==> src/rtl/ins_fetch.sv <==
// ins_fetch: RV32E fetch stage. Owns the PC, keeps one imem request outstanding and buffers words for the decoder.
// Optional macro FETCH_ERR_EN adds imem_err/ins_err and halts fetching after an erroring word until redirect.
module ins_fetch_chk (
    input logic clk,
    input logic rst_n,
    input logic in_req,
    input logic imem_rvalid
);
    // read data may only return for a request that has been granted
    a_no_stray_rvalid: assert property (@(posedge clk) disable iff (!rst_n) !(in_req && imem_rvalid));
endmodule

module ins_fetch #(
    parameter logic [31:0] RESET_PC   = 32'h0000_0000,
    parameter int          FIFO_DEPTH = 2
) (
    input  logic        clk,
    input  logic        rst_n,
    output logic        imem_req,
    output logic [31:0] imem_addr,
    input  logic        imem_gnt,
    input  logic        imem_rvalid,
    input  logic [31:0] imem_rdata,
`ifdef FETCH_ERR_EN
    input  logic        imem_err,
    output logic        ins_err,
`endif
    input  logic        redirect,
    input  logic [31:0] redirect_pc,
    output logic [31:0] ins,
    output logic [31:0] ins_pc,
    output logic        ins_valid,
    input  logic        ins_ready
);
    localparam int AW = (FIFO_DEPTH > 1) ? $clog2(FIFO_DEPTH) : 1;
    localparam int CW = AW + 1;
    localparam logic [CW-1:0] DEPTH_C    = CW'(FIFO_DEPTH);
    localparam logic [31:0]   RESET_PC_C = {RESET_PC[31:2], 2'b00};

    typedef enum logic [1:0] {
        S_REQ  = 2'd0,
        S_RESP = 2'd1,
        S_DROP = 2'd2
    } state_e;

    state_e        state_r;
    logic [31:0]   fetch_pc_r;
    logic          drop_pend_r;
    logic [CW-1:0] count_r;
    logic [AW-1:0] wr_ptr_r;
    logic [AW-1:0] rd_ptr_r;
    logic [31:0]   mem_ins_r [FIFO_DEPTH];
    logic [31:0]   mem_pc_r  [FIFO_DEPTH];

    logic          push_s;
    logic          pop_s;
    logic          halt_nxt_s;
    logic          can_req_s;
    logic          in_req_s;
    logic [CW-1:0] count_nxt_s;
    logic [AW-1:0] rd_nxt_s;
    logic [31:0]   fetch_pc_nxt_s;
    logic [31:0]   head_ins_s;
    logic [31:0]   head_pc_s;

`ifdef FETCH_ERR_EN
    logic          halt_r;
    logic          mem_err_r [FIFO_DEPTH];
    logic          head_err_s;
`endif

    assign in_req_s = (state_r == S_REQ);
    assign push_s   = (state_r == S_RESP) && imem_rvalid && !redirect;
    assign pop_s    = ins_valid && ins_ready && !redirect;
    assign rd_nxt_s = pop_s ? (rd_ptr_r + AW'(1'b1)) : rd_ptr_r;

    // occupancy after this cycle's push/pop/flush
    always_comb begin
        count_nxt_s = count_r;
        if (redirect) begin
            count_nxt_s = {CW{1'b0}};
        end else if (push_s && !pop_s) begin
            count_nxt_s = count_r + CW'(1'b1);
        end else if (!push_s && pop_s) begin
            count_nxt_s = count_r - CW'(1'b1);
        end else begin
            count_nxt_s = count_r;
        end
    end

    // halt state after this cycle; a redirect always restarts fetching
    always_comb begin
        halt_nxt_s = 1'b0;
`ifdef FETCH_ERR_EN
        if (redirect) begin
            halt_nxt_s = 1'b0;
        end else begin
            halt_nxt_s = halt_r | (push_s & imem_err);
        end
`endif
    end

    assign can_req_s = (count_nxt_s < DEPTH_C) && !halt_nxt_s;

    // next fetch address; a grant of a request already doomed by redirect does not advance it
    always_comb begin
        fetch_pc_nxt_s = fetch_pc_r;
        if (redirect) begin
            fetch_pc_nxt_s = {redirect_pc[31:2], 2'b00};
        end else if (in_req_s && imem_req && imem_gnt && !drop_pend_r) begin
            fetch_pc_nxt_s = fetch_pc_r + 32'd4;
        end else begin
            fetch_pc_nxt_s = fetch_pc_r;
        end
    end

    // FIFO head after this edge, forwarding the word being written when it lands at the head slot
    always_comb begin
        head_ins_s = mem_ins_r[rd_nxt_s];
        head_pc_s  = mem_pc_r[rd_nxt_s];
`ifdef FETCH_ERR_EN
        head_err_s = mem_err_r[rd_nxt_s];
`endif
        if (push_s && (wr_ptr_r == rd_nxt_s)) begin
            head_ins_s = imem_rdata;
            head_pc_s  = imem_addr;
`ifdef FETCH_ERR_EN
            head_err_s = imem_err;
`endif
        end else begin
            head_ins_s = mem_ins_r[rd_nxt_s];
            head_pc_s  = mem_pc_r[rd_nxt_s];
`ifdef FETCH_ERR_EN
            head_err_s = mem_err_r[rd_nxt_s];
`endif
        end
    end

    // fetch FSM: request issue, response wait and drop of flushed responses
    always_ff @(posedge clk or negedge rst_n) begin
        if (!rst_n) begin
            state_r     <= S_REQ;
            imem_req    <= 1'b0;
            imem_addr   <= RESET_PC_C;
            fetch_pc_r  <= RESET_PC_C;
            drop_pend_r <= 1'b0;
`ifdef FETCH_ERR_EN
            halt_r      <= 1'b0;
`endif
        end else begin
            fetch_pc_r <= fetch_pc_nxt_s;
`ifdef FETCH_ERR_EN
            halt_r     <= halt_nxt_s;
`endif
            case (state_r)
                S_REQ: begin
                    if (imem_req) begin
                        if (imem_gnt) begin
                            imem_req    <= 1'b0;
                            drop_pend_r <= 1'b0;
                            state_r     <= (redirect || drop_pend_r) ? S_DROP : S_RESP;
                        end else begin
                            drop_pend_r <= drop_pend_r | redirect;
                        end
                    end else begin
                        imem_req  <= can_req_s;
                        imem_addr <= fetch_pc_nxt_s;
                    end
                end
                S_RESP: begin
                    if (imem_rvalid) begin
                        state_r   <= S_REQ;
                        imem_req  <= can_req_s;
                        imem_addr <= fetch_pc_nxt_s;
                    end else if (redirect) begin
                        state_r <= S_DROP;
                    end else begin
                        state_r <= S_RESP;
                    end
                end
                S_DROP: begin
                    if (imem_rvalid) begin
                        state_r   <= S_REQ;
                        imem_req  <= can_req_s;
                        imem_addr <= fetch_pc_nxt_s;
                    end else begin
                        state_r <= S_DROP;
                    end
                end
                default: begin
                    state_r     <= S_REQ;
                    imem_req    <= 1'b0;
                    drop_pend_r <= 1'b0;
                end
            endcase
        end
    end

    // instruction FIFO with registered head outputs
    always_ff @(posedge clk or negedge rst_n) begin
        if (!rst_n) begin
            for (int i = 0; i < FIFO_DEPTH; i++) begin
                mem_ins_r[i] <= 32'h0;
                mem_pc_r[i]  <= 32'h0;
`ifdef FETCH_ERR_EN
                mem_err_r[i] <= 1'b0;
`endif
            end
            wr_ptr_r  <= {AW{1'b0}};
            rd_ptr_r  <= {AW{1'b0}};
            count_r   <= {CW{1'b0}};
            ins_valid <= 1'b0;
            ins       <= 32'h0;
            ins_pc    <= 32'h0;
`ifdef FETCH_ERR_EN
            ins_err   <= 1'b0;
`endif
        end else begin
            if (push_s) begin
                mem_ins_r[wr_ptr_r] <= imem_rdata;
                mem_pc_r[wr_ptr_r]  <= imem_addr;
`ifdef FETCH_ERR_EN
                mem_err_r[wr_ptr_r] <= imem_err;
`endif
            end
            if (redirect) begin
                wr_ptr_r <= {AW{1'b0}};
                rd_ptr_r <= {AW{1'b0}};
            end else begin
                wr_ptr_r <= push_s ? (wr_ptr_r + AW'(1'b1)) : wr_ptr_r;
                rd_ptr_r <= rd_nxt_s;
            end
            count_r   <= count_nxt_s;
            ins_valid <= (count_nxt_s != {CW{1'b0}});
            ins       <= head_ins_s;
            ins_pc    <= head_pc_s;
`ifdef FETCH_ERR_EN
            ins_err   <= head_err_s;
`endif
        end
    end

    ins_fetch_chk u_chk (
        .clk         (clk),
        .rst_n       (rst_n),
        .in_req      (in_req_s),
        .imem_rvalid (imem_rvalid)
    );

endmodule

==> config.mk <==
export PLATFORM = sky130hd
export DESIGN_NAME = ins_fetch
export DESIGN_NICKNAME = d
export VERILOG_FILES = /design/src/rtl/ins_fetch.sv
export SDC_FILE = /design/constraint.sdc
export NUM_CORES = 1
export LEC_CHECK = 0
export ABC_AREA = 1
export BUFFER_PORTS_ARGS = -buffer_cell sky130_fd_sc_hd__clkbuf_2
export CAP_MARGIN = 20
export CORE_ASPECT_RATIO = 1.2
export CORE_MARGIN = 1
export CORE_UTILIZATION = 55
export DETAILED_ROUTE_END_ITERATION = 8
export PLACE_DENSITY = 0.75
export SYNTH_ARGS = -nofsm -noshare
export SYNTH_HDL_FRONTEND = slang
export SYNTH_SLANG_ARGS = --single-unit
==> constraint.sdc <==
create_clock -name clk -period 2.85 [get_ports clk]
set_input_delay 0.7125 -clock clk [delete_from_list [all_inputs] [get_ports clk]]
set_output_delay 0.7125 -clock clk [all_outputs]
set_load 0.1 [all_outputs]
After elaboration in Yosys (flattened, before gate mapping)
Index checks and enable logic that the tools add are counted.
{"block": "totals", "register_bits": 265, "input_bits": 70, "output_inout_bits": 98, "word_cells": 97}
{"block": "op_classes", "add_sub_neg": 5, "order_cmp": 4, "eq_ne": 7, "mux": 38, "n_bitwise": 4, "reduce_logical": 24}
{"op": "$mux W32", "n": 13}
{"op": "$bwmux W64", "n": 2}
{"op": "$pmux W32 S2", "n": 1}
{"op": "$add A32 B3 Y32 const B", "n": 1}
{"op": "$demux W32 S1", "n": 1}
{"op": "$mux W2", "n": 9}
{"op": "$logic_and A1 B1 Y1", "n": 11}
{"op": "$mux W1", "n": 9}
{"op": "$ne A2 B2 Y1 const B", "n": 3}
{"op": "$pmux W2 S3", "n": 1}
{"op": "$reduce_bool A2 Y1", "n": 3}
{"op": "$ge A2 B2 Y1 const B", "n": 2}
{"op": "$logic_not A1 Y1", "n": 4}
{"op": "$not A1 Y2", "n": 2}
{"op": "$pmux W1 S2", "n": 2}
{"op": "$reduce_and A2 Y1", "n": 2}
{"op": "$reduce_and A3 Y1", "n": 1}
{"op": "$add A1 B1 Y1 const B", "n": 2}
{"op": "$add A2 B1 Y2 const B", "n": 1}
{"op": "$eq A2 B1 Y1 const B", "n": 1}
{"op": "$eq A2 B2 Y1 const B", "n": 1}
{"op": "$logic_not A2 Y1", "n": 1}
{"op": "$lt A2 B1 Y1 const B", "n": 1}
{"op": "$lt A2 B2 Y1 const B", "n": 1}
{"op": "7 further kinds", "n": 7}

Depth between registers and ports, before layout
Gate-level depths: netlist (run 1).
{"block": "logic_depth", "ltp_word": 11, "ltp_mapped": 14, "ltp_nobuf": 13}

Worst setup path after synthesis (run 1)
Ideal clock, no wire load.
{"block": "synth_path", "path_type": "flip-flop to flip-flop", "from": "reg imem_req", "to": "reg imem_addr[12]", "setup_ns": 0.126, "t_arrival_ns": 2.067, "t_required_ns": 2.724, "path_slack_ns": 0.657, "stages_incl_launch_ff": 10, "path_buffers": 1, "period_less_slack_ns": 2.193, "path_cell_list": "dfrtp_1 > nand2_1 > nor2_2 > buf_6 > nand3_4 > nor2_8 > xor2_1 > nand2_1 > nand3_1 > o21ai_1"}
{"block": "synth_via", "elab_chain_cells": 7, "elab_cells_between_ends": 10, "classes_between": "eq/ne (1); mux (5); reduce/logical (4)"}
{"item": "start, declared", "line_no": "19", "text": "output logic imem_req,"}
{"item": "start signal, assigned", "line_no": "166", "text": "imem_req <= can_req_s;"}
{"item": "start signal, assigned", "line_no": "173", "text": "imem_req <= can_req_s;"}
{"item": "start signal, assigned", "line_no": "184", "text": "imem_req <= can_req_s;"}
{"item": "$logic_and A1 B1 Y1 (3 in series)", "line_no": "110", "text": "end else if (in_req_s && imem_req && imem_gnt && !drop_pend_r) begin"}
{"item": "$mux W32", "line_no": "110"}
{"item": "$mux W32", "line_no": "108", "text": "if (redirect) begin"}
{"item": "$mux W32, on equally long branches", "line_no": "171, 182, 157"}
{"item": "$pmux W32 S2", "line_no": "155", "text": "case (state_r)"}
{"item": "end signal, assigned", "line_no": "167", "text": "imem_addr <= fetch_pc_nxt_s;"}
{"item": "end signal, assigned", "line_no": "174", "text": "imem_addr <= fetch_pc_nxt_s;"}
{"item": "end signal, assigned", "line_no": "185", "text": "imem_addr <= fetch_pc_nxt_s;"}
{"item": "end, declared", "line_no": "20", "text": "output logic [31:0] imem_addr,"}
Several ways; a longest one is shown, not always the timed one. The select of a mux whose other input is x is not followed.
A chain may end at the register's enable or synchronous reset.

Final worst setup path (run 1)
{"block": "layout_path", "from": "reg state_r[1]", "to": "reg mem_pc_r[47] (netlist bit)"}
{"block": "layout_via", "elab_chain_cells": 3}
{"item": "start, declared", "line_no": "46", "text": "state_e state_r;"}
{"item": "start signal, assigned", "line_no": "161", "text": "state_r <= (redirect || drop_pend_r) ? S_DROP : S_RESP;"}
{"item": "$eq A2 B1 Y1", "line_no": "73", "text": "assign push_s = (state_r == S_RESP) && imem_rvalid && !redirect;"}
{"item": "$logic_and A1 B1 Y1 (2 in series)", "line_no": "73"}
{"item": "end signal, assigned by index", "line_no": "221", "text": "mem_pc_r[wr_ptr_r] <= imem_addr;"}
{"item": "end, declared", "line_no": "53", "text": "logic [31:0] mem_pc_r [FIFO_DEPTH];"}
No other way between the ends.

==> results of run 1 <==
registers in the layout (all words and copies together) (netlist names):
| name | count |
|---|---|
| mem_ins_r | 64 |
| mem_pc_r | 64 |
| fetch_pc_r | 32 |
| imem_addr | 32 |
| ins | 32 |
| ins_pc | 32 |
| count_r | 2 |
| state_r | 2 |
| drop_pend_r | 1 |
| imem_req | 1 |
| ins_valid | 1 |
| rd_ptr_r | 1 |
| wr_ptr_r | 1 |
per-stage QoR:
stage	power (mW)	worst slack [ps]	instances	hold WS [ps]	util (%)
after detailed placement	13.7	348	1708	473	61.8
final	17.4	439	1755	136	66.5
after floorplan	12.1	657	1328	417	-
after global placement	13.5	398	1708	465	61.8
after CTS	17.5	432	1755	139	66.5
after global routing	18.3	248	1755	164	66.5
final cells by class:
class,instances,area share [%]
Tap cell,265,2.45
Clock inverter,13,1.48
Multi-Input combinational cell,881,30.1
Clock buffer,34,5.71
Inverter,110,3.05
Sequential cell,265,49.0
Timing Repair Buffer,187,8.14
cells in the mapped netlist, drive strengths merged:
| cell | count | share of area [%] |
|---|---|---|
| nand4 | 9 | 0.49 |
| nand2 | 431 | 14 |
| o21ai | 165 | 7.3 |
| nand3 | 48 | 2.3 |
| a31oi | 65 | 3.6 |
| clkbuf | 40 | 1.3 |
| nor2 | 107 | 3.9 |
| xor2 | 8 | 0.61 |
| or2 | 13 | 0.71 |
| inv | 109 | 3.6 |
| o21bai | 3 | 0.20 |
| and2 | 1 | 0.055 |
| o41ai | 1 | 0.077 |
| o22a | 1 | 0.077 |
| a21boi | 12 | 0.79 |
| xnor2 | 2 | 0.15 |
| buf | 32 | 1.6 |
| clkinv | 1 | 0.033 |
| a22oi | 1 | 0.066 |
| nor3 | 6 | 0.26 |
| o22ai | 2 | 0.11 |
| ha | 5 | 0.55 |
| a21oi | 1 | 0.044 |
| dfrtp | 265 | 58 |
metal layers:
metal	vias to the layer above	global-route usage, %	share of wire (%)
met5	-	0	0
met4	0	8.94	3.3
met3	58	3.02	5.1
met2	244	40.6	46
met1	4321	36.2	45
li1	4541	-	-
cells by family (layout without fill, tap and decap cells):
family                     after synthesis  count (layout)  share of synthesized area, %
AOI/OAI and AO/OA                      251             251                          12.2
xor gates and xnor gates                10              10                         0.767
adders and majority gates                5               5                         0.548
buffers and inverters                  182             344                          6.52
DFF                                    265             265                          58.1
and+or+nand+nor                        615             615                          21.9
worst min-delay path by stage:
stage | start | to | slack [ps]
4_1_cts | rst_n | fetch_pc_r[14]$_DFF_PN0_ | 140
6_report | rst_n | fetch_pc_r[2]$_DFF_PN0_ | 140
3_3_place_gp | mem_pc_r[15]$_DFFE_PN0P_ | mem_pc_r[15]$_DFFE_PN0P_ | 470
2_1_floorplan | rst_n | count_r[0]$_DFF_PN0_ | 420
5_1_grt | rst_n | fetch_pc_r[2]$_DFF_PN0_ | 160
3_5_place_dp | mem_pc_r[19]$_DFFE_PN0P_ | mem_pc_r[19]$_DFFE_PN0P_ | 470
worst max-delay path, stage by stage, from the launching register on:
cell     delay (ps)
dfrtp_1         400
inv_1           110
ha_1            200
nand2_1         130
nor2_1          480
nand2_4         410
buf_12          320
o21ai_0         250
power by group through the flow:
stage	clock, mW	sequential [mW]	combinational [mW]
CTS	3.88	5.82	7.84
finish	3.80	5.83	7.79
global route	4.04	5.97	8.31
floorplan	0	10.1	1.98
detailed placement	0	5.87	7.80
global placement	0	5.84	7.68
==> key figures, run 1 <==
Place
  – Placer congestion estimate: around 0.87
  – # port buffers: 165
  – DP HPWL: roughly 17 mm
  – Placed inst area: roughly 13000 um^2

Cells and area
  – Fillers: 1697
  – N_diodes: 0
  – Post-Layout Inst Area: between 10000 and 15000 um^2
  – Area growth syn-to-layout: 18.4%
  – Register area: approximately 6600 um^2
  – Ratio of cells with drive above 1 in the final layout: ~18%
  – Commonest non-fill, non-tap cell in the layout: nand2_1
  – Most frequent cells in the layout: 427 x nand2_1, 265 x dfrtp_1, 164 x clkbuf_2, 154 x o21ai_0, 107 x inv_1
  – Nets: 1547
  – Area occupied by multi-input gates: 4080 um^2

CTS
  – PostCTS Resize Cnt: 0
  – Hold_buf cts: 0
  – # H-tree levels: 1
  – Clk_lat worst skew: 530 ps
  – Worst-path clk slew: 60 ps
  – Root Buffer: clkbuf_16
  – TritonCTS clock tree: yes
  – Setup Fix Bufs, Post-CTS: 0
  – CTS Sinks: around 270
  – Num CTS Buffers: 27
  – Clock Path Buffers: 3

Critical path
  – Worst setup endpoint: mem_pc_r[47]$_DFFE_PN0P_
  – WP data arrival: 2830 ps
  – CP Launch Type: flip-flop
  – CP startpoint: state_r[1]$_DFFE_PN0P_
  – Reg-to-reg startpoint: state_r[1]$_DFFE_PN0P_
  – Worst path required time: 3270 ps
  – Cells on worst reg2reg path: 7
  – Critical Setup Path Class: reg -> reg
  – Maximum fanout along the worst path: 50
  – Reg2reg end: mem_pc_r[47]$_DFFE_PN0P_
  – CP Capture Type: flip-flop
  – Register-to-Register Setup Slack: about 440 ps

Detailed routing
  – DR WL/cell: approximately 15 um
  – Via count: approximately 9200
  – Routed Antenna Nets: 0
  – # DRC: 0
  – 1st-iter DRT viols: around 630
  – Post-DR vias/cell: ~5.2
  – Post-Route WL: 25.8 mm
  – First-pass detailed-route iteration total: 5

Power
  – Combinational Power Share: approximately 45%
  – Sw Ratio: about half
  – Clk pwr share: a little over a fifth
  – Internal Power: a little under 9 mW
  – PwrDens: between 1000 and 1500 nW/um^2
  – Worst ir drop on vdd: between 1 and 1.5 mV
  – Register share of total power: 33.5%
  – Switch Pwr: 8.60 mW
  – LEAKAGE: 6.91 nW

Synthesis
  – Post-synthesis instance total: approximately 1300
  – Sequential share of the synthesized area: between 50% and 60%
  – Ys Warns: 0
  – Avg Inst Size Synth: between 8 and 9 um^2
  – Synthesized area: around 11000 um^2
  – Syn Nets: between 1000 and 1500
  – #FFs+latches synth: roughly 270
  – Cell variety after synth: 37

Floorplan
  – Die span in x: 134 um
  – Row count: 57
  – Die Footprint: about 21000 um^2
  – Die Y-Extent: around 160 um
  – Number of I/O pins: about 170
  – Core Region: 20300 um^2
  – Initial core utilization: about 56%

Timing
  – Fmax: about 410 MHz
  – Worst-Margin Slew: 635 ps
  – Fin. max-slew vios: 0
  – Hold Vio Cnt, Final: 0
  – Final Setup Violations: 0
  – Tmin final: roughly 2400 ps
  – Slew margin rel.: ~58%
  – Period Utilization, post-route: 84.6%
  – Setup TNS: 0 ps
  – RSZ-0062 raised after global routing: no
  – Clock Skews: 16.5 ps

Global routing
  – First-pass GRT wire length: 43.9 mm
  – Initial antenna violation count: 0
  – Vias in the first global route: 8920
  – GR Util All Layers: roughly a quarter
  – GRT Residual Overflow: 0
  – Largest net degree at the start of global routing: 93

Job
  – Max Cap Viol: 0

Worst hold path
  – Type of the most critical hold path: in -> async

Status
  – Outcome: complete, no violations
Power figures use the tool's default switching activity.
==> inputs of run 2 (changes only) <==
==> config.mk (replaced) <==
export PLATFORM = sky130hd
export DESIGN_NAME = ins_fetch
export DESIGN_NICKNAME = d
export VERILOG_FILES = /design/src/rtl/ins_fetch.sv
export SDC_FILE = /design/constraint.sdc
export NUM_CORES = 1
export LEC_CHECK = 0
export ABC_AREA = 0
export BUFFER_PORTS_ARGS = -buffer_cell sky130_fd_sc_hd__clkbuf_2
export CAP_MARGIN = 20
export CORE_ASPECT_RATIO = 1.2
export CORE_MARGIN = 1
export CORE_UTILIZATION = 51
export DETAILED_ROUTE_END_ITERATION = 8
export PLACE_DENSITY = 0.73
export SYNTH_ARGS = -nofsm -noshare
export SYNTH_HDL_FRONTEND = slang
export SYNTH_SLANG_ARGS = --single-unit
==> constraint.sdc (replaced) <==
create_clock -name clk -period 2.1 [get_ports clk]
set_input_delay 0.525 -clock clk [delete_from_list [all_inputs] [get_ports clk]]
set_output_delay 0.525 -clock clk [all_outputs]
set_load 0.1 [all_outputs]
==> run 2 against run 1 <==
The run now ends with negative setup slack left. Wire length decreased by 6.5%. First-iteration DRC count down 39%. Flip-flop and latch count unchanged. Via count shrank 18%. Non-clock buffer count is 33 higher. Clock skew decreased by 6.1 ps. Register-to-register slack lost 450 ps. Core utilization down 1.9 points. Hold slack improved by 120 ps. Sequential share of layout area shrank 1.7 points. Critical path depth is the same. Die area is 6.5% higher. Highest routed layer unchanged.
==> key figures, run 2 <==
Status
  – Outcome: finished with violations (was complete, no violations)
  – Failing checks: negative setup slack

CTS
  – CTS Sinks: 265 (unchanged)
  – Worst-path clk slew: 70 ps (was 60 ps)
  – Num CTS Buffers: 26 (was 27)
  – TritonCTS clock tree: yes (unchanged)
  – # H-tree levels: 1 (unchanged)
  – Clk_lat worst skew: 520 ps (was 530 ps)
  – Clock Path Buffers: 3 (unchanged)
  – Root Buffer: clkbuf_16 (unchanged)

Cells and area
  – Largest registers in the final layout: mem_ins_r (64), mem_pc_r (64) (unchanged)
  – Register area: 6640 um^2 (was 6630 um^2)
  – Area growth syn-to-layout: 24.3% (was 18.4%)
  – Fillers: 1691 (was 1697)
  – N_diodes: 0 (unchanged)
  – Area occupied by multi-input gates: 4590 um^2 (was 4080 um^2)
  – Ratio of cells with drive above 1 in the final layout: 39.6% (was 17.8%)
  – Nets: 1174 (was 1547)
  – Most frequent cells in the layout: 263 x dfrtp_1, 163 x clkbuf_2, 152 x mux2_2, 73 x nor2_1, 70 x a21oi_1 (was 427 x nand2_1, 265 x dfrtp_1, 164 x clkbuf_2, 154 x o21ai_0, 107 x inv_1)
  – Commonest non-fill, non-tap cell in the layout: dfrtp_1 (was nand2_1)

Place
  – # port buffers: 165 (unchanged)
  – DP HPWL: 16.0 mm (was 16.7 mm)
  – Placer congestion estimate: 0.902 (was 0.867)
  – Worst slack, placed: -115 ps (was 348 ps)

Critical path
  – Reg-to-reg startpoint: state_r[0]$_DFFE_PN0P_ (was state_r[1]$_DFFE_PN0P_)
  – CP Capture Type: flip-flop (unchanged)
  – Worst setup endpoint: fetch_pc_r[27]$_DFF_PN0_ (was mem_pc_r[47]$_DFFE_PN0P_)
  – Worst path max stage delay: 440 ps (was 480 ps)
  – CP Launch Type: flip-flop (unchanged)
  – Critical Path Slowest Stage Cell: or4_4 (was nor2_1)
  – Maximum fanout along the worst path: 3 (was 50)
  – Worst path required time: 2510 ps (was 3270 ps)
  – CP Cell Sequence: inv_2, ha_4, nand4b_4, or4_4, or4_4, xnor2_1, mux2_2 (was inv_1, ha_1, nand2_1, nor2_1, nand2_4, buf_12, o21ai_0)
  – WP data arrival: 2520 ps (was 2830 ps)
  – Reg2reg end: fetch_pc_r[27]$_DFF_PN0_ (was mem_pc_r[47]$_DFFE_PN0P_)
  – Cells on worst reg2reg path: 7 (unchanged)
  – CP most frequent cell: or4_4
  – CP startpoint: state_r[0]$_DFFE_PN0P_ (was state_r[1]$_DFFE_PN0P_)
  – Critical Setup Path Class: reg -> reg (unchanged)
  – Register-to-Register Setup Slack: -10 ps (was 440 ps)

Synthesis
  – Largest cells by area after synthesis: dfrtp_1 59%, mux2_2 15%, mux2i_1 6.1% (was dfrtp_1 58%, nand2_1 14%, o21ai_0 6.7%)
  – Syn Nets: 979 (was 1403)
  – Asr flop ratio synth: 100% (unchanged)
  – Most frequent cell after synthesis: dfrtp_1 (was nand2_1)
  – Sequential share of the synthesized area: 58.7% (was 58.1%)
  – Cell variety after synth: 45 (was 37)
  – Commonest cells in the synthesized netlist: 265 x dfrtp_1, 152 x mux2_2, 73 x nor2_1 (was 429 x nand2_1, 265 x dfrtp_1, 154 x o21ai_0)
  – Post-synth top flop: dfrtp_1 (unchanged)
  – Post-synth top area share: 58.7% (was 58.1%)
  – #FFs+latches synth: 265 (unchanged)
  – Avg Inst Size Synth: 12.5 um^2 (was 8.60 um^2)
  – Synth area leader: dfrtp_1 (unchanged)
  – Ys Warns: 0 (unchanged)
  – Post-synthesis instance total: 904 (was 1328)
  – EDFF count, synth: 0 (unchanged)
  – Synthesized area: 11300 um^2 (was 11400 um^2)

Timing
  – Fmax: 473 MHz (was 415 MHz)
  – Tmin final: 2110 ps (was 2410 ps)
  – Worst-Margin Slew: 585 ps (was 635 ps)
  – Fin. max-slew vios: 0 (unchanged)
  – Fin worst setup slack: -13.2 ps (was 439 ps)
  – Hold Vio Cnt, Final: 0 (unchanged)
  – RSZ-0062 raised after global routing: yes (was no)
  – Slew margin rel.: 61.2% (was 57.7%)
  – Final Setup Violations: 1 (was 0)
  – Clock Skews: 10.3 ps (was 16.5 ps)
  – Period Utilization, post-route: 101% (was 84.6%)

Global routing
  – Vias in the first global route: 7599 (was 8920)
  – First-pass GRT wire length: 38.8 mm (was 43.9 mm)
  – Initial antenna violation count: 0 (unchanged)
  – GRT Residual Overflow: 0 (unchanged)
  – GR Util All Layers: 21.6% (was 25.5%)
  – Largest net degree at the start of global routing: 74 (was 93)

Floorplan
  – Row count: 59 (was 57)
  – Number of I/O pins: 168 (unchanged)
  – Die Footprint: 22700 um^2 (was 21400 um^2)
  – Initial core utilization: 52.0% (was 56.2%)
  – Core Region: 21700 um^2 (was 20300 um^2)
  – Die span in x: 138 um (was 134 um)
  – Die Y-Extent: 165 um (was 160 um)

Detailed routing
  – Routed Antenna Nets: 0 (unchanged)
  – DR WL/cell: 17.3 um (was 14.7 um)
  – Post-Route WL: 24.1 mm (was 25.8 mm)
  – 1st-iter DRT viols: 383 (was 632)
  – First-pass detailed-route iteration total: 5 (unchanged)
  – Post-DR vias/cell: 5.42 (was 5.22)
  – Via count: 7550 (was 9164)
  – # DRC: 0 (unchanged)

Job
  – Max Cap Viol: 0 (unchanged)

Worst hold path
  – Type of the most critical hold path: in -> reg (was in -> async)
-- run 2: cell count changes after synthesis, moves of 12 or more --
cell,delta
nor2_1,-27
and3_1,+20
mux2i_1,+69
or2_2,-12
a21oi_1,+69
a31oi_1,-65
inv_1,-94
buf_2,-18
o21ai_0,-135
xnor2_1,+16
nand2_1,-387
mux2_2,+152
nand3_1,-35
-- run 2: kinds of logic after synthesis --
family | after synthesis | share of synthesized area (%)
AO/OA/AOI/OAI | 118 | 6.22
flip-flops | 265 | 58.7
buffers and inverters | 66 | 2.24
XOR/XNOR | 31 | 2.53
AND/OR/NAND/NOR | 198 | 8.45
adder cells (fa/ha/maj) | 5 | 0.554
multiplexers | 221 | 21.3
-- run 2: worst min path at each step --
stage | endpoint | slack (ps) | startpoint | cells after the start
floorplan | count_r[0]$_DFF_PN0_ | 230 | rst_n | 0
global placement | ins[23]$_DFF_PN0_ | 430 | rst_n | 1
detailed placement | ins[23]$_DFF_PN0_ | 440 | rst_n | 1
CTS | fetch_pc_r[29]$_DFF_PN0_ | 230 | redirect_pc[29] | 3
global route | fetch_pc_r[10]$_DFF_PN0_ | 240 | redirect_pc[10] | 2
finish | fetch_pc_r[7]$_DFF_PN0_ | 260 | redirect_pc[7] | 3
-- run 2: stage by stage --
step	TNS (ps)	hold WS, ps	std cells	cell area [um^2]	util [%]
CTS	-20.0	234	1392	13900	64.3
finish	-13.2	256	1393	14000	64.6
floorplan	-1590	229	904	11400	-
global placement	-396	431	1340	12900	59.6
global route	-518	245	1393	14000	64.6
detailed placement	-964	435	1340	12900	59.6
-- run 2: worst max-delay path: cells and delay by family (launching register included) --
family                   cells  cell delay [ps]
AND/OR/NAND/NOR              3              980
flip-flops                   1              390
multiplexers                 1              260
adder cells (fa/ha/maj)      1              160
XOR/XNOR                     1              130
buffers and inverters        1               90
-- run 2: cell type report --
type | count | area share (%)
repair buffers | 220 | 10.5
well taps | 274 | 2.44
multi-input cells | 573 | 32.7
flip-flops and latches | 265 | 47.3
clock inverters | 13 | 1.26
inverters | 13 | 0.348
clock buffers | 35 | 5.45
-- run 2: layer usage --
metal  up-vias  track usage, %  routed length [um]
li1       3593               -                   -
met1      3757            29.4               10500
met2       174            36.5               12000
met3        26            3.35                1230
met4         0            4.69                 354
met5         -               0                   0
-- run 2: repair_timing --
action	4_1_cts	5_1_grt
setup buffers	3	1
hold buffers	1	0
pin swaps	2	4
hold endpoints to repair	36	0
setup endpoints to repair	19	25
resized for setup	8	11
Power of run 2 is not shown: default switching activity piles up to over one toggle a cycle in this logic, so the estimate is an artifact.
==> inputs of run 3 (changes only) <==
--- a/config.mk
+++ b/config.mk
@@ -10,9 +10,11 @@
 export CAP_MARGIN = 20
 export CORE_ASPECT_RATIO = 1.2
 export CORE_MARGIN = 1
-export CORE_UTILIZATION = 51
+export CORE_UTILIZATION = 53
+export CTS_BUF_LIST = sky130_fd_sc_hd__clkbuf_4
 export DETAILED_ROUTE_END_ITERATION = 8
-export PLACE_DENSITY = 0.73
+export PLACE_DENSITY = 0.76
+export SLEW_MARGIN = 30
 export SYNTH_ARGS = -nofsm -noshare
 export SYNTH_HDL_FRONTEND = slang
 export SYNTH_SLANG_ARGS = --single-unit
==> run 3 against run 2 <==
The run still ends with negative setup slack left. Clock skew grew 23 ps. Hold slack lost 150 ps. Die area fell by 3.7%. Setup slack lost 31 ps. Non-clock buffer count fell by 6. Design area about the same. Core utilization rose by 2.5 points. First-iteration DRC count shrank 8.4%. Sequential share of layout area barely moved. Wire length increased by 1.4%. Maximum frequency down 1.4%. Count of clock-buffer cells in the layout rose by 60.
==> key figures, run 3 (synthesized netlist as in run 2, its figures left out) <==
Status
  – Outcome: finished with violations (unchanged)
  – Failing checks: negative setup slack (unchanged)

Timing
  – Worst-Margin Slew: 585 ps (about the same)
  – Hold Vio Cnt, Final: 0 (unchanged)
  – Tmin final: 2140 ps (was 2110 ps)
  – Clock Skews: 33.3 ps (was 10.3 ps)
  – Fmax: 466 MHz (was 473 MHz)
  – Fin. max-slew vios: 0 (unchanged)
  – Fin worst setup slack: -43.9 ps (was -13.2 ps)
  – Setup TNS: -43.9 ps (was -13.2 ps)
  – Slew margin rel.: 61.2% (about the same)
  – RSZ-0062 raised after global routing: yes (unchanged)
  – Final Setup Violations: 1 (unchanged)
  – Period Utilization, post-route: 102% (was 101%)

CTS
  – Worst-path clk slew: 60 ps (was 70 ps)
  – CTS Sinks: 265 (unchanged)
  – Num CTS Buffers: 69 (was 26)
  – TritonCTS clock tree: yes (unchanged)
  – Root Buffer: clkbuf_4 (was clkbuf_16)
  – Clk_lat worst skew: 670 ps (was 520 ps)
  – Clock Path Buffers: 3 (unchanged)
  – # H-tree levels: 3 (was 1)

Critical path
  – Register-to-Register Setup Slack: -40 ps (was -10 ps)
  – CP Capture Type: flip-flop (unchanged)
  – WP data arrival: 2680 ps (was 2520 ps)
  – Worst path required time: 2630 ps (was 2510 ps)
  – Maximum fanout along the worst path: 3 (unchanged)
  – Critical Setup Path Class: reg -> reg (unchanged)
  – CP Launch Type: flip-flop (unchanged)

Place
  – Dpl cells: 1331 (was 1340)
  – # port buffers: 165 (unchanged)
  – Placed inst area: 12800 um^2 (was 12900 um^2)
  – Placer congestion estimate: 0.861 (was 0.902)
  – DP HPWL: 16.0 mm (about the same)

Detailed routing
  – Post-DR vias/cell: 5.39 (was 5.42)
  – Post-Route WL: 24.4 mm (was 24.1 mm)
  – M1 WL: 10.6 mm (was 10.5 mm)
  – # DRC: 0 (unchanged)
  – 1st-iter DRT viols: 351 (was 383)
  – Routed Antenna Nets: 0 (unchanged)
  – DR WL/cell: 16.8 um (was 17.3 um)
  – Via count: 7814 (was 7550)
  – Uppermost routed layer: met4 (unchanged)
  – Routed met3 length: 1.03 mm (was 1.23 mm)
  – First-pass detailed-route iteration total: 6 (was 5)
  – Metal2 WL: 12.3 mm (was 12.0 mm)

Worst hold path
  – Type of the most critical hold path: in -> reg (unchanged)

Floorplan
  – Die Y-Extent: 162 um (was 165 um)
  – Die Footprint: 21900 um^2 (was 22700 um^2)
  – Core Region: 20900 um^2 (was 21700 um^2)
  – Initial core utilization: 54.0% (was 52.0%)
  – Die span in x: 135 um (was 138 um)
  – Number of I/O pins: 168 (unchanged)
  – Row count: 58 (was 59)

Global routing
  – GRT Residual Overflow: 0 (unchanged)
  – GR Util All Layers: 23.4% (was 21.6%)
  – First-pass GRT wire length: 40.2 mm (was 38.8 mm)
  – Initial antenna violation count: 1 (was 0)
  – Vias in the first global route: 8188 (was 7599)
  – Largest net degree at the start of global routing: 65 (was 74)

Cells and area
  – Ratio of cells with drive above 1 in the final layout: 42.4% (was 39.6%)
  – Most frequent cells in the layout: 263 x dfrtp_1, 152 x mux2_2, 131 x clkbuf_2, 126 x clkbuf_4, 72 x nor2_1 (was 263 x dfrtp_1, 163 x clkbuf_2, 152 x mux2_2, 73 x nor2_1, 70 x a21oi_1)
  – Fillers: 1577 (was 1691)
  – Nets: 1211 (was 1174)
  – Area growth syn-to-layout: 24.2% (was 24.3%)
  – Commonest non-fill, non-tap cell in the layout: dfrtp_1 (unchanged)
  – Post-Layout Inst Area: 14000 um^2 (about the same)
  – Finished Layout Cells: 1449 (was 1393)
  – Largest registers in the final layout: mem_ins_r (64), mem_pc_r (64) (unchanged)

Job
  – Max Cap Viol: 0 (unchanged)
## run 3: cell types whose count changed in the layout (fill, tap and decap cells not counted), sizes merged
cell and delta:
buf -5, bufinv +1, clkbuf +59, clkinv +1, clkinvlp +1, diode +1, inv +2
## run 3: through the flow
step                setup slack, ps  util (%)  hold slack (ps)
CTS                            1.38      66.6             79.7
floorplan                      -235         -              229
finish                        -43.9      67.1              110
global placement              -62.2      61.5              485
global route                  -73.0      67.1             92.6
detailed placement             -103      61.5              493
## run 3: final cells by class
class	count	area [um^2]	area share, %
flip-flops and latches	265	6640	47.3
multi-input cells	573	4620	32.9
repair buffers	214	1470	10.5
clock buffers	95	713	5.08
clock inverters	18	205	1.46
inverters	13	48.8	0.348
well taps	270	338	2.41
diodes	1	2.50	0.0178
## run 3: timing repair
action,CTS,global route
hold endpoints to repair,54,0
hold buffers,1,0
resized for setup,40,21
endpoints found under the setup margin,54,33
buffers inserted,3,0
pin swaps,2,9
## run 3: worst paths after layout
kind / from / to / depth (start not counted)
max: fetch_pc_r[10]$_DFF_PN0_ / fetch_pc_r[27]$_DFF_PN0_ / 5
min: redirect_pc[15] / fetch_pc_r[15]$_DFF_PN0_ / 3
max reg2reg: fetch_pc_r[10]$_DFF_PN0_ / fetch_pc_r[27]$_DFF_PN0_ / 5
min reg2reg: mem_ins_r[3]$_DFFE_PN0P_ / mem_ins_r[3]$_DFFE_PN0P_ / 1
max in group asynchronous: rst_n / ins[12]$_DFF_PN0_ / 3
min in group asynchronous: rst_n / ins[23]$_DFF_PN0_ / 2
## run 3: layer usage
metal  global-route usage (%)  vias to the layer above
met5                        0                        -
met4                     10.6                        0
met1                     30.2                     3882
met3                     4.21                       36
li1                         -                     3696
met2                     38.5                      200
## run 3: worst max-delay path, cell delays in order, from the launching register on
cell	delay, ps
dfrtp_1	380
nand4_1	240
or4_4	570
or4_4	430
xnor2_1	140
mux2_2	250
Power of run 3 is left out for the same reason.
